--- src/rtl/char_deserializer.sv ---
// 8N1 serial receiver: 2-flop sync, mid-bit sampling, LSB-first assembly into a one-entry valid/ready output register.
// Result visible one cycle after the stop sample; the line never stalls, so a full register drops new bytes with an overrun pulse.
module char_deserializer #(
  parameter int CLKS_PER_BIT = 16
) (
  input  logic       clk,
  input  logic       rst_n,
  input  logic       rx,
  output logic [7:0] char_out,
  output logic       char_valid,
  input  logic       char_ready,
  output logic       frame_err,
  output logic       overrun
);

  localparam int CW = $clog2(CLKS_PER_BIT);
  localparam logic [CW-1:0] HALF = CW'(CLKS_PER_BIT / 2 - 1);
  localparam logic [CW-1:0] LAST = CW'(CLKS_PER_BIT - 1);

  typedef enum logic [1:0] {IDLE, START, DATA, STOP} state_t;

  state_t          state_q, state_d;
  logic [CW-1:0]   cnt_q, cnt_d;
  logic [2:0]      idx_q, idx_d;
  logic [7:0]      shift_q, shift_d;
  logic [7:0]      char_q, char_d;
  logic            vld_q, vld_d;
  logic            ferr_q, ferr_d;
  logic            ovr_q, ovr_d;
  logic            sync1_q, sync2_q;
  logic            rxs;

  assign rxs = sync2_q;

  always_ff @(posedge clk) begin
    if (!rst_n) begin
      sync1_q <= 1'b1;
      sync2_q <= 1'b1;
      state_q <= IDLE;
      cnt_q   <= '0;
      idx_q   <= '0;
      shift_q <= '0;
      char_q  <= '0;
      vld_q   <= 1'b0;
      ferr_q  <= 1'b0;
      ovr_q   <= 1'b0;
    end else begin
      sync1_q <= rx;
      sync2_q <= sync1_q;
      state_q <= state_d;
      cnt_q   <= cnt_d;
      idx_q   <= idx_d;
      shift_q <= shift_d;
      char_q  <= char_d;
      vld_q   <= vld_d;
      ferr_q  <= ferr_d;
      ovr_q   <= ovr_d;
    end
  end

  always_comb begin
    state_d = state_q;
    cnt_d   = cnt_q;
    idx_d   = idx_q;
    shift_d = shift_q;
    char_d  = char_q;
    vld_d   = vld_q;
    ferr_d  = 1'b0;
    ovr_d   = 1'b0;

    // Consumer transfer; a simultaneous load below overrides the clear.
    if (vld_q && char_ready) begin
      vld_d = 1'b0;
    end

    case (state_q)
      IDLE: begin
        if (!rxs) begin
          state_d = START;
          cnt_d   = '0;
        end
      end
      START: begin
        if (cnt_q == HALF) begin
          if (!rxs) begin
            state_d = DATA;
            cnt_d   = '0;
            idx_d   = '0;
          end else begin
            state_d = IDLE;
          end
        end else begin
          cnt_d = cnt_q + CW'(1);
        end
      end
      DATA: begin
        if (cnt_q == LAST) begin
          shift_d[idx_q] = rxs;
          cnt_d          = '0;
          if (idx_q == 3'd7) begin
            state_d = STOP;
          end else begin
            idx_d = idx_q + 3'd1;
          end
        end else begin
          cnt_d = cnt_q + CW'(1);
        end
      end
      STOP: begin
        if (cnt_q == LAST) begin
          state_d = IDLE;
          cnt_d   = '0;
          if (rxs) begin
            if (!vld_q || char_ready) begin
              char_d = shift_q;
              vld_d  = 1'b1;
            end else begin
              ovr_d = 1'b1;
            end
          end else begin
            ferr_d  = 1'b1;
            shift_d = '0;
          end
        end else begin
          cnt_d = cnt_q + CW'(1);
        end
      end
      default: state_d = IDLE;
    endcase
  end

  assign char_out   = char_q;
  assign char_valid = vld_q;
  assign frame_err  = ferr_q;
  assign overrun    = ovr_q;

endmodule

--- config.mk ---
export PLATFORM = sky130hd
export DESIGN_NAME = char_deserializer
export DESIGN_NICKNAME = d
export VERILOG_FILES = /design/src/rtl/char_deserializer.sv
export SDC_FILE = /design/constraint.sdc
export NUM_CORES = 1
export LEC_CHECK = 0
export ABC_AREA = 1
export CAP_MARGIN = 10
export CORE_AREA = 2 2 66 68
export DETAILED_ROUTE_END_ITERATION = 12
export DIE_AREA = 0 0 68 70
export GPL_TIMING_DRIVEN = 1
export PLACE_DENSITY = 0.64
export SLEW_MARGIN = 0
export SYNTH_ARGS = -nofsm -noshare
export SYNTH_HDL_FRONTEND = slang
export SYNTH_SLANG_ARGS = --single-unit
--- constraint.sdc ---
create_clock -name clk -period 1.9 [get_ports clk]
set_input_delay 0.285 -clock clk [delete_from_list [all_inputs] [get_ports clk]]
set_output_delay 0.285 -clock clk [all_outputs]
set_load 0.05 [all_outputs]
==> impl_metrics.tcl <==
set metrics [dict create \
    regToRegSetupSlack_ns 0.31 \
    reg2reg_to "idx_q[1]" \
    fin_crit_ns 1.714 \
    rsz0062_at_grt "false" \
    drv_slew 0 \
    path_cells "clkdlybuf4s50_1" \
    power_uw 1280 \
    antenna_found_initial 0 \
    synth.avg_cell_area_um2 7.260 \
    ys_seq_area_frac 0.4424 \
    numCtsBuffers 5 \
    core_area_um2 4144 \
    clk_pin_slew_ns 0.07 \
    ys_warn_count 0 \
    grt_max_degree 14 \
    leakage_uw 0.0006481 \
    yosys.area.top_type "dfxtp_1" \
    startpoint "char_out[5]" \
    syn_area_um2 1358 \
    ys_seq_elements 30 \
    post_drt_wl_per_cell_um 10.56 \
    finalHoldViolCount 0 \
    cp_slowest_stage_delay_ns 0.81 \
    final_cell_mix "nand2_1, nor2_1, dfxtp_1" \
    fp.dieH_um 70 \
    syn2layout_area_growth_pct 21.94 \
    overflow 0 \
    hold_path.startpoint "sync1_q" \
    clock_skew_ns 0.003879 \
    gp_congestion 0.8076 \
    cp_data_arrival_time_ns 1.43 \
    holdBufCountCts 0 \
    r2r_cells 8 \
    cp_data_required_time_ns 1.62 \
    htreeDepth 2 \
    initial_core_util 0.3276 \
    maxCapViolCount 0 \
    final-setup-viol-count 0 \
    cts_tree "built" \
    dp_hpwl_um 1977 \
    synth_cells 187 \
    firstDrtPassIters 6 \
    setup_tns_ns 0 \
    drtIter0Drc 52 \
    outcome "complete, no violations" \
    timing.rr.start "idx_q[0]" \
    cts_root_buf "clkbuf_8" \
    syn_nets 194 \
    grt_pass1_wl_um 4892 \
    fp-row-count 24 \
    crit_family "buffers and inverters" \
    synth_top_area_frac 0.4424 \
    cts_setup_buffers 0 \
    critPathBufInv 1 \
    synth.area.top_cells "dfxtp_1, nand2_1, nor2_1, o21ai_0, a21oi_1" \
    grt_pass1_vias 1139 \
    io_buffers 14 \
    cts_resized 0 \
    critical_path.slowest_cell "clkdlybuf4s50_1" \
    ir_worst_vdd_mv 0.2806 \
    hold-path-endpoint "rxs" \
    wl_um 2735 \
    place_inst 251 \
    ant_nets 0 \
    postLayoutCellArea_um2 1655 \
    io_pins 15 \
    fp.dieW_um 68 \
    crit_path_max_fanout 2 \
    finalNonFillerCells 259 \
    track_usage 0.1358 \
    layout_commonest_cell "nand2_1" \
    drive_gt1_frac 0.1014 \
    tightest_slew_ns 0.4997 \
    dieArea_um2 4760 \
    clock.fmax_mhz 583.5 \
    antenna_cells 0 \
    hold_depth 1 \
    cts.sinks 30 \
    drc 0 \
    clock_latency_ns 0.28 \
    slew_headroom 0.6658 \
    place_area_um2 1560 \
    critical_path_class "flop to output pin" \
    clock_path_buffers 2 \
    synth.distinct_cells 26 \
    cp-end-kind "output pin" \
    vias_per_cell 4.618 \
    vias 1196 \
    hold_path_class "flop to flop" \
    fin_crit_sh 0.9019 \
    start_kind "flop" \
    nFillCells 439 \
    fin_nets 213 \
    p_per_area_nw_per_um2 773.4 \
]
## layout make-up
type                       instances  area, µm²  share of cell area
clock buffer                       6      82.58             0.04989
clock inverter                     2      12.51            0.007559
timing repair buffer              16      155.1             0.09373
inverter                          17      63.81             0.03855
multi-input combinational        136      675.6              0.4082
sequential                        30      600.6              0.3628
tap                               52      65.06             0.03930
## sequential cells by signal, indices dropped and copies added (netlist names), named ones only
register	flops
idx_q	3
frame_err	1
char_valid	1
sync1_q	1
char_out	8
cnt_q	4
shift_q	8
overrun	1
rxs	1
state_q	1
## stage by stage
stage	util	setup slack, ns	hold slack (ns)
floorplan	-	0.4929	0.3916
global placement	0.3765	0.3194	0.3974
detailed placement	0.3765	0.3244	0.3998
CTS	0.3995	0.1733	0.4162
global route	0.3995	0.1466	0.4367
finish	0.3995	0.1863	0.4142
## logic make-up after synthesis
family	count (synthesis)	synth area share
AO/OA/AOI/OAI	37	0.1401
buffers and inverters	21	0.05990
flip-flops	30	0.4424
adder cells (fa/ha/maj)	3	0.02765
AND/OR/NAND/NOR	95	0.3235
XOR/XNOR	1	0.006453
## how the worst max path moves through the flow
stage                   to  cells past startpoint
5_1_grt        char_out[4]                      1
2_1_floorplan     idx_q[1]                      8
3_5_place_dp      idx_q[1]                      8
6_report       char_out[5]                      1
3_3_place_gp      idx_q[1]                      8
4_1_cts        char_out[5]                      1
## metal layers
layer,part of all wire,global-route usage,vias to the layer above
met1,0.49,0.1652,526
met4,0.022,0.06889,0
met2,0.45,0.2039,16
met5,0,0,-
li1,-,-,647
met3,0.039,0.05314,7
## power by group
| group | switching, µW | internal, µW | total [µW] | leakage [µW] |
|---|---|---|---|---|
| registers | 15.6 | 640 | 655 | 0.000243 |
| logic | 53.5 | 30.9 | 84.4 | 0.000358 |
| clock network | 250 | 291 | 540 | 0.0000472 |
## synthesized netlist by cell type
master and n:
buf_2 2, nand4_1 1, nor2_8 1, nand2_2 2, clkinv_1 1, nand2_1 37
xor2_1 1, nor3_1 9, a21oi_2 1, ha_1 3, o21ai_0 20, nor2_1 30
nand3_1 9, clkbuf_1 1, inv_1 14, nand3_4 1, nor3_4 1, nor4_1 1
inv_2 2, a31oi_1 1, buf_1 1, a21oi_1 13, nor2_2 1, o21ai_1 2
or2_2 2, dfxtp_1 30
Power figures use the tool's default switching activity.
==> patch 1, RTL diff (config.mk and constraints unchanged) <==
Reset style: asynchronous (`rst_n`), changed in one clocked block.
--- a/src/rtl/char_deserializer.sv
+++ b/src/rtl/char_deserializer.sv
@@ -32,7 +32,7 @@
 
   assign rxs = sync2_q;
 
-  always_ff @(posedge clk) begin
+  always_ff @(posedge clk or negedge rst_n) begin
     if (!rst_n) begin
       sync1_q <= 1'b1;
       sync2_q <= 1'b1;
Formal check against the unedited RTL: same outputs for any inputs over 10 cycles, from zero or initial values and one cycle with rst_n low; that may be too few to reach the edited logic, so the function may still have changed.
==> patch 1 against the original RTL <==
Sequential cell count unchanged; design area increased by 6.6%; clock skew decreased by 1.7 ps; routed wire length decreased by 13%; setup slack got worse by 14 ps; global-route usage decreased by 1.0 points; area after synthesis increased by 7.5%; highest routed layer unchanged.
Power is not compared: it rests on default switching activity, and its combinational part moved more than twofold at a synthesized area within 25%.
==> patch 1: results (changes against the original RTL) <==
- Fraction of final layout cells with drive strength greater than 1: 0.181 (was 0.101)
- WHS Endpoint: rxs (unchanged)
- The endpoint of the worst-slack reg-to-reg timing path was shift_q[0] (was idx_q[1]).
- Top cells by area, synth: sky130_fd_sc_hd__dfrtp_1, sky130_fd_sc_hd__nand2_1, sky130_fd_sc_hd__o21ai_2 (was sky130_fd_sc_hd__dfxtp_1, sky130_fd_sc_hd__nand2_1, sky130_fd_sc_hd__nor2_1)
- The final setup skew is 2.16 ps (was 3.88 ps).
- The count of cell types in the netlist was 22 (was 26).
- The startpoint of the worst-slack reg-to-reg timing path is cnt_q[0] (was idx_q[0]).
- Via count of the first global-routing pass: 1066 (was 1139)
- The number of nets in the layout is 194 (was 213).
- The worst-case reg-to-reg path depth was 6 (was 8).
- The source of the critical timing path is char_out[6] (was char_out[5]).
* Ranking of synthesized cells by instance count: sky130_fd_sc_hd__nand2_1, sky130_fd_sc_hd__dfrtp_1, sky130_fd_sc_hd__inv_1 (was sky130_fd_sc_hd__nand2_1, sky130_fd_sc_hd__dfxtp_1, sky130_fd_sc_hd__nor2_1)
- Total wire length after detailed routing: 2370 um (was 2740 um)
- The startpoint of the most critical hold path was sync1_q (unchanged).
* Wire length of the first global-routing pass: 4510 um (was 4890 um)
- Global routing met1 resource utilization: 0.146 (was 0.165)
* Hold Path Stages: 0 (was 1)
- Net count after synthesis: 174 (was 194)
- Fraction of the yosys area taken by sequential cells: 0.516 (was 0.442)
- Final Wtd Congestion: 0.764 (was 0.808)
* Pin count of the biggest net entering global routing: 31 (was 14)
- The normalized max-slew margin was 0.670 (was 0.666).
* Status: finished clean (unchanged)
- The fraction of registers with async set/reset came to 1.00 (was 0).
- Layout fillers: 413 (was 439)
- The global routing usage summed across all routing layers is 0.126 (was 0.136).
- The violation count after the first detailed-route iteration is 68 (was 52).
- The placed wire-length estimate after detailed placement is 1690 um (was 1980 um).
- Met2 usage in global routing: 0.194 (was 0.204)
patch 1: cell families (layout without fill, tap and decap cells):
group / count (synthesis) / count (layout) / synth area share
XOR/XNOR: 1 / 1 / 0.00600
adder cells (fa/ha/maj): 3 / 3 / 0.0257
AO/OA/AOI/OAI: 24 / 24 / 0.105
buffers and inverters: 25 / 46 / 0.0703
multiplexers: 1 / 1 / 0.00686
flip-flops: 30 / 30 / 0.516
AND/OR/NAND/NOR: 83 / 83 / 0.270
patch 1: layout make-up:
type	count	share of cell area
clock buffer	5	0.0390
sequential	30	0.427
multi-input combinational	112	0.342
clock inverter	3	0.0227
timing repair buffer	15	0.0837
inverter	23	0.0489
tap	52	0.0369
patch 1: stage by stage:
stage | setup WS [ps] | hold WS [ps] | area [sq um] | instances
after floorplan | 517 | -10.6 | 1460 | 167
after global placement | 365 | 346 | 1660 | 232
after detailed placement | 325 | 349 | 1660 | 232
after CTS | 156 | 358 | 1760 | 240
after global routing | 75.5 | 362 | 1760 | 240
final | 172 | 357 | 1760 | 240
patch 1: how the worst max path moves through the flow:
stage | to | slack [ps] | cells after the start
CTS | char_out[6] | 160 | 1
finish | char_out[6] | 170 | 1
detailed placement | shift_q[6] | 320 | 6
floorplan | char_out[6] | 520 | 7
global route | shift_q[0] | 80 | 6
global placement | shift_q[6] | 370 | 6
patch 1: routing by layer:
layer	up-vias	wire length, um
met5	-	0
met3	6	107
met1	489	1150
met4	0	61
met2	19	1050
li1	569	-
patch 1: power breakdown:
group          internal [uW]  total (uW)  switching, uW
registers                722         845            123
logic                    165         472            307
clock network            385         617            231
total                   1270        1930            661
==> patch 2, RTL diff (config.mk and constraints unchanged) <==
Without the edit above. Change the parameter `CLKS_PER_BIT` from 16 to 32.
--- a/src/rtl/char_deserializer.sv
+++ b/src/rtl/char_deserializer.sv
@@ -1,7 +1,7 @@
 // 8N1 serial receiver: 2-flop sync, mid-bit sampling, LSB-first assembly into a one-entry valid/ready output register.
 // Result visible one cycle after the stop sample; the line never stalls, so a full register drops new bytes with an overrun pulse.
 module char_deserializer #(
-  parameter int CLKS_PER_BIT = 16
+  parameter int CLKS_PER_BIT = 32
 ) (
   input  logic       clk,
   input  logic       rst_n,
Behaviour: no difference found for any inputs over 10 cycles, from zero or initial values and one cycle with rst_n low; that may be too few to reach the edited logic, so the function may still have changed.
==> patch 2 against the original RTL <==
Worst hold slack better by 8.0 ps; area after synthesis up 6.8%; clock skew up 4.5 ps; non-clock buffer count up 3; sequential cell count up 1; core utilization up 3.3 points; die area unchanged; setup slack better by 3.5 ps; routed wire length up 5.9%; design area up 8.2%; power up 12%.
==> patch 2: results (changes against the original RTL) <==
- Clk slew on worst S/H paths: 70 ps (about the same)
- The number of buffers created by CTS came to 5 (unchanged).
- The number of nets in the layout was 236 (was 213).
* Via count of the first global-routing pass: 1213 (was 1139)
- Met2 usage in global routing: 0.219 (was 0.204)
* Reg-to-Reg Start: cnt_q[1] (was idx_q[0])
- Critical Path Slowest Stage Cell: sky130_fd_sc_hd__clkdlybuf4s50_1 (unchanged)
- The count of cell types in the netlist came to 24 (was 26).
- The portion of the post-synthesis area used by sequential elements came to 0.428 (was 0.442).
- Fraction of final layout cells with drive strength greater than 1: 0.110 (was 0.101)
* Endpoint of the worst register-to-register path: shift_q[1] (was idx_q[1])
- Total sequential power: 680 uW (was 655 uW)
* Async set or reset register ratio after synthesis: 0 (unchanged)
- The average cell area after synthesis came to 7.07 sq um (was 7.26 sq um).
- The worst hold-check path type is flop to flop (unchanged).
- Post-Place Cell Area: 1650 sq um (was 1560 sq um)
* Worst setup timing slack at the placement stage: 81.7 ps (was 324 ps)
- Detailed-router iteration count before antenna repair: 5 (was 6)
- The switching power of the nets is 314 uW (was 319 uW).
- Wire length of the first global-routing pass: 5150 um (was 4890 um)
* Post-synth EDFFs: 0 (unchanged)
* Number of cells in the design after placement: 269 (was 251)
- The cell leakage power is 0.000806 uW (was 0.000648 uW).
- The post-detailed-routing wire length was 2900 um (was 2740 um).
- Number of violations reported at the end of detailed-routing iteration 0: 96 (was 52)
- Maximum clock path buffer count: 2 (unchanged)
- Net count after synthesis: 215 (was 194)
* Actual slew at the worst max-slew pin: 499 ps (was 500 ps)
- The combinational group power came to 71.8 uW (was 84.4 uW).
* Final setup skew: 8.42 ps (was 3.88 ps)
* Global routing met1 resource utilization: 0.175 (was 0.165)
- Cts repair resizes: 0 (unchanged)
- Number of vias in the routed layout: 1290 (was 1196)
* Top cells by area, synth: sky130_fd_sc_hd__dfxtp_1, sky130_fd_sc_hd__nand2_1, sky130_fd_sc_hd__nor2_1 (unchanged)
- The clock sink count is 31 (was 30).
* Crit Path Max Fanout: 2 (unchanged)
* Highest attainable clock frequency: 0.585 GHz (was 0.584 GHz)
* Crit path max-delay family: buffers and inverters (unchanged)
- Ranking of synthesized cells by instance count: sky130_fd_sc_hd__nand2_1, sky130_fd_sc_hd__dfxtp_1, sky130_fd_sc_hd__nor2_1 (unchanged).
* Count of warnings emitted by yosys: 0 (unchanged)
* Total power divided by cell area: 797 nW/um^2 (was 773 nW/um^2)
- The placed wire-length estimate after detailed placement was 2090 um (was 1980 um).
- The worst hold margin came to 422 ps (was 414 ps).
* Reg2reg setup slack: 210 ps (was 310 ps)
- The global placement routability congestion was 0.823 (was 0.808).
- Number of H-tree branching levels: 2 (unchanged)
* Total routing resource utilization after global routing: 0.143 (was 0.136)
* Non-Filler Instances: 279 (was 259)
* Status: finished clean (unchanged)
* Hold Path Stages: 1 (unchanged)
- The number of post-CTS setup repair buffers is 0 (unchanged).
* Peak supply drop: 0.419 mV (was 0.281 mV)
* Count of cells along the worst register-to-register path: 9 (was 8)
* Routing usage on met3: 0.0580 (was 0.0531)
## patch 2: cell types whose count changed after synthesis, moves of 3 or more
cell / change
sky130_fd_sc_hd__a21oi_1: +4
sky130_fd_sc_hd__buf_4: +3
sky130_fd_sc_hd__ha_1: +3
sky130_fd_sc_hd__inv_1: +8
sky130_fd_sc_hd__nand2_1: +18
sky130_fd_sc_hd__nand3_1: +7
sky130_fd_sc_hd__nor2_1: -3
sky130_fd_sc_hd__nor3_1: -8
sky130_fd_sc_hd__o21ai_0: -11
## patch 2: cell type report
class	count	area, sq um
multi-input cells	144	713
well taps	52	65.1
flip-flops and latches	31	622
clock buffers	6	82.6
fillers	423	2350
clock inverters	2	35.0
inverters	25	96.3
repair buffers	19	178
## patch 2: routing by layer
| metal | part of all wire | routed length (um) |
|---|---|---|
| met3 | 0.056 | 161 |
| met4 | 0.018 | 51 |
| met5 | 0 | 0 |
| met2 | 0.45 | 1310 |
| met1 | 0.48 | 1380 |
## patch 2: logic make-up (layout without fill, tap and decap cells)
group           count (synthesis)  in the layout  share of synthesized area
compound gates                 29             29                      0.106
fa+ha+maj                       6              6                     0.0518
flops                          31             31                      0.428
xor+xnor                        1              1                    0.00604
buf+inv                        30             52                     0.0871
simple gates                  108            108                      0.321
## patch 2: how the worst max path moves through the flow
stage / startpoint / endpoint / cells after the start
floorplan: cnt_q[0] / char_out[0] / 9
global placement: cnt_q[0] / shift_q[0] / 9
detailed placement: cnt_q[0] / shift_q[1] / 9
CTS: cnt_q[0] / char_out[7] / 9
global route: cnt_q[1] / char_out[7] / 9
finish: char_out[2] / char_out[2] / 1
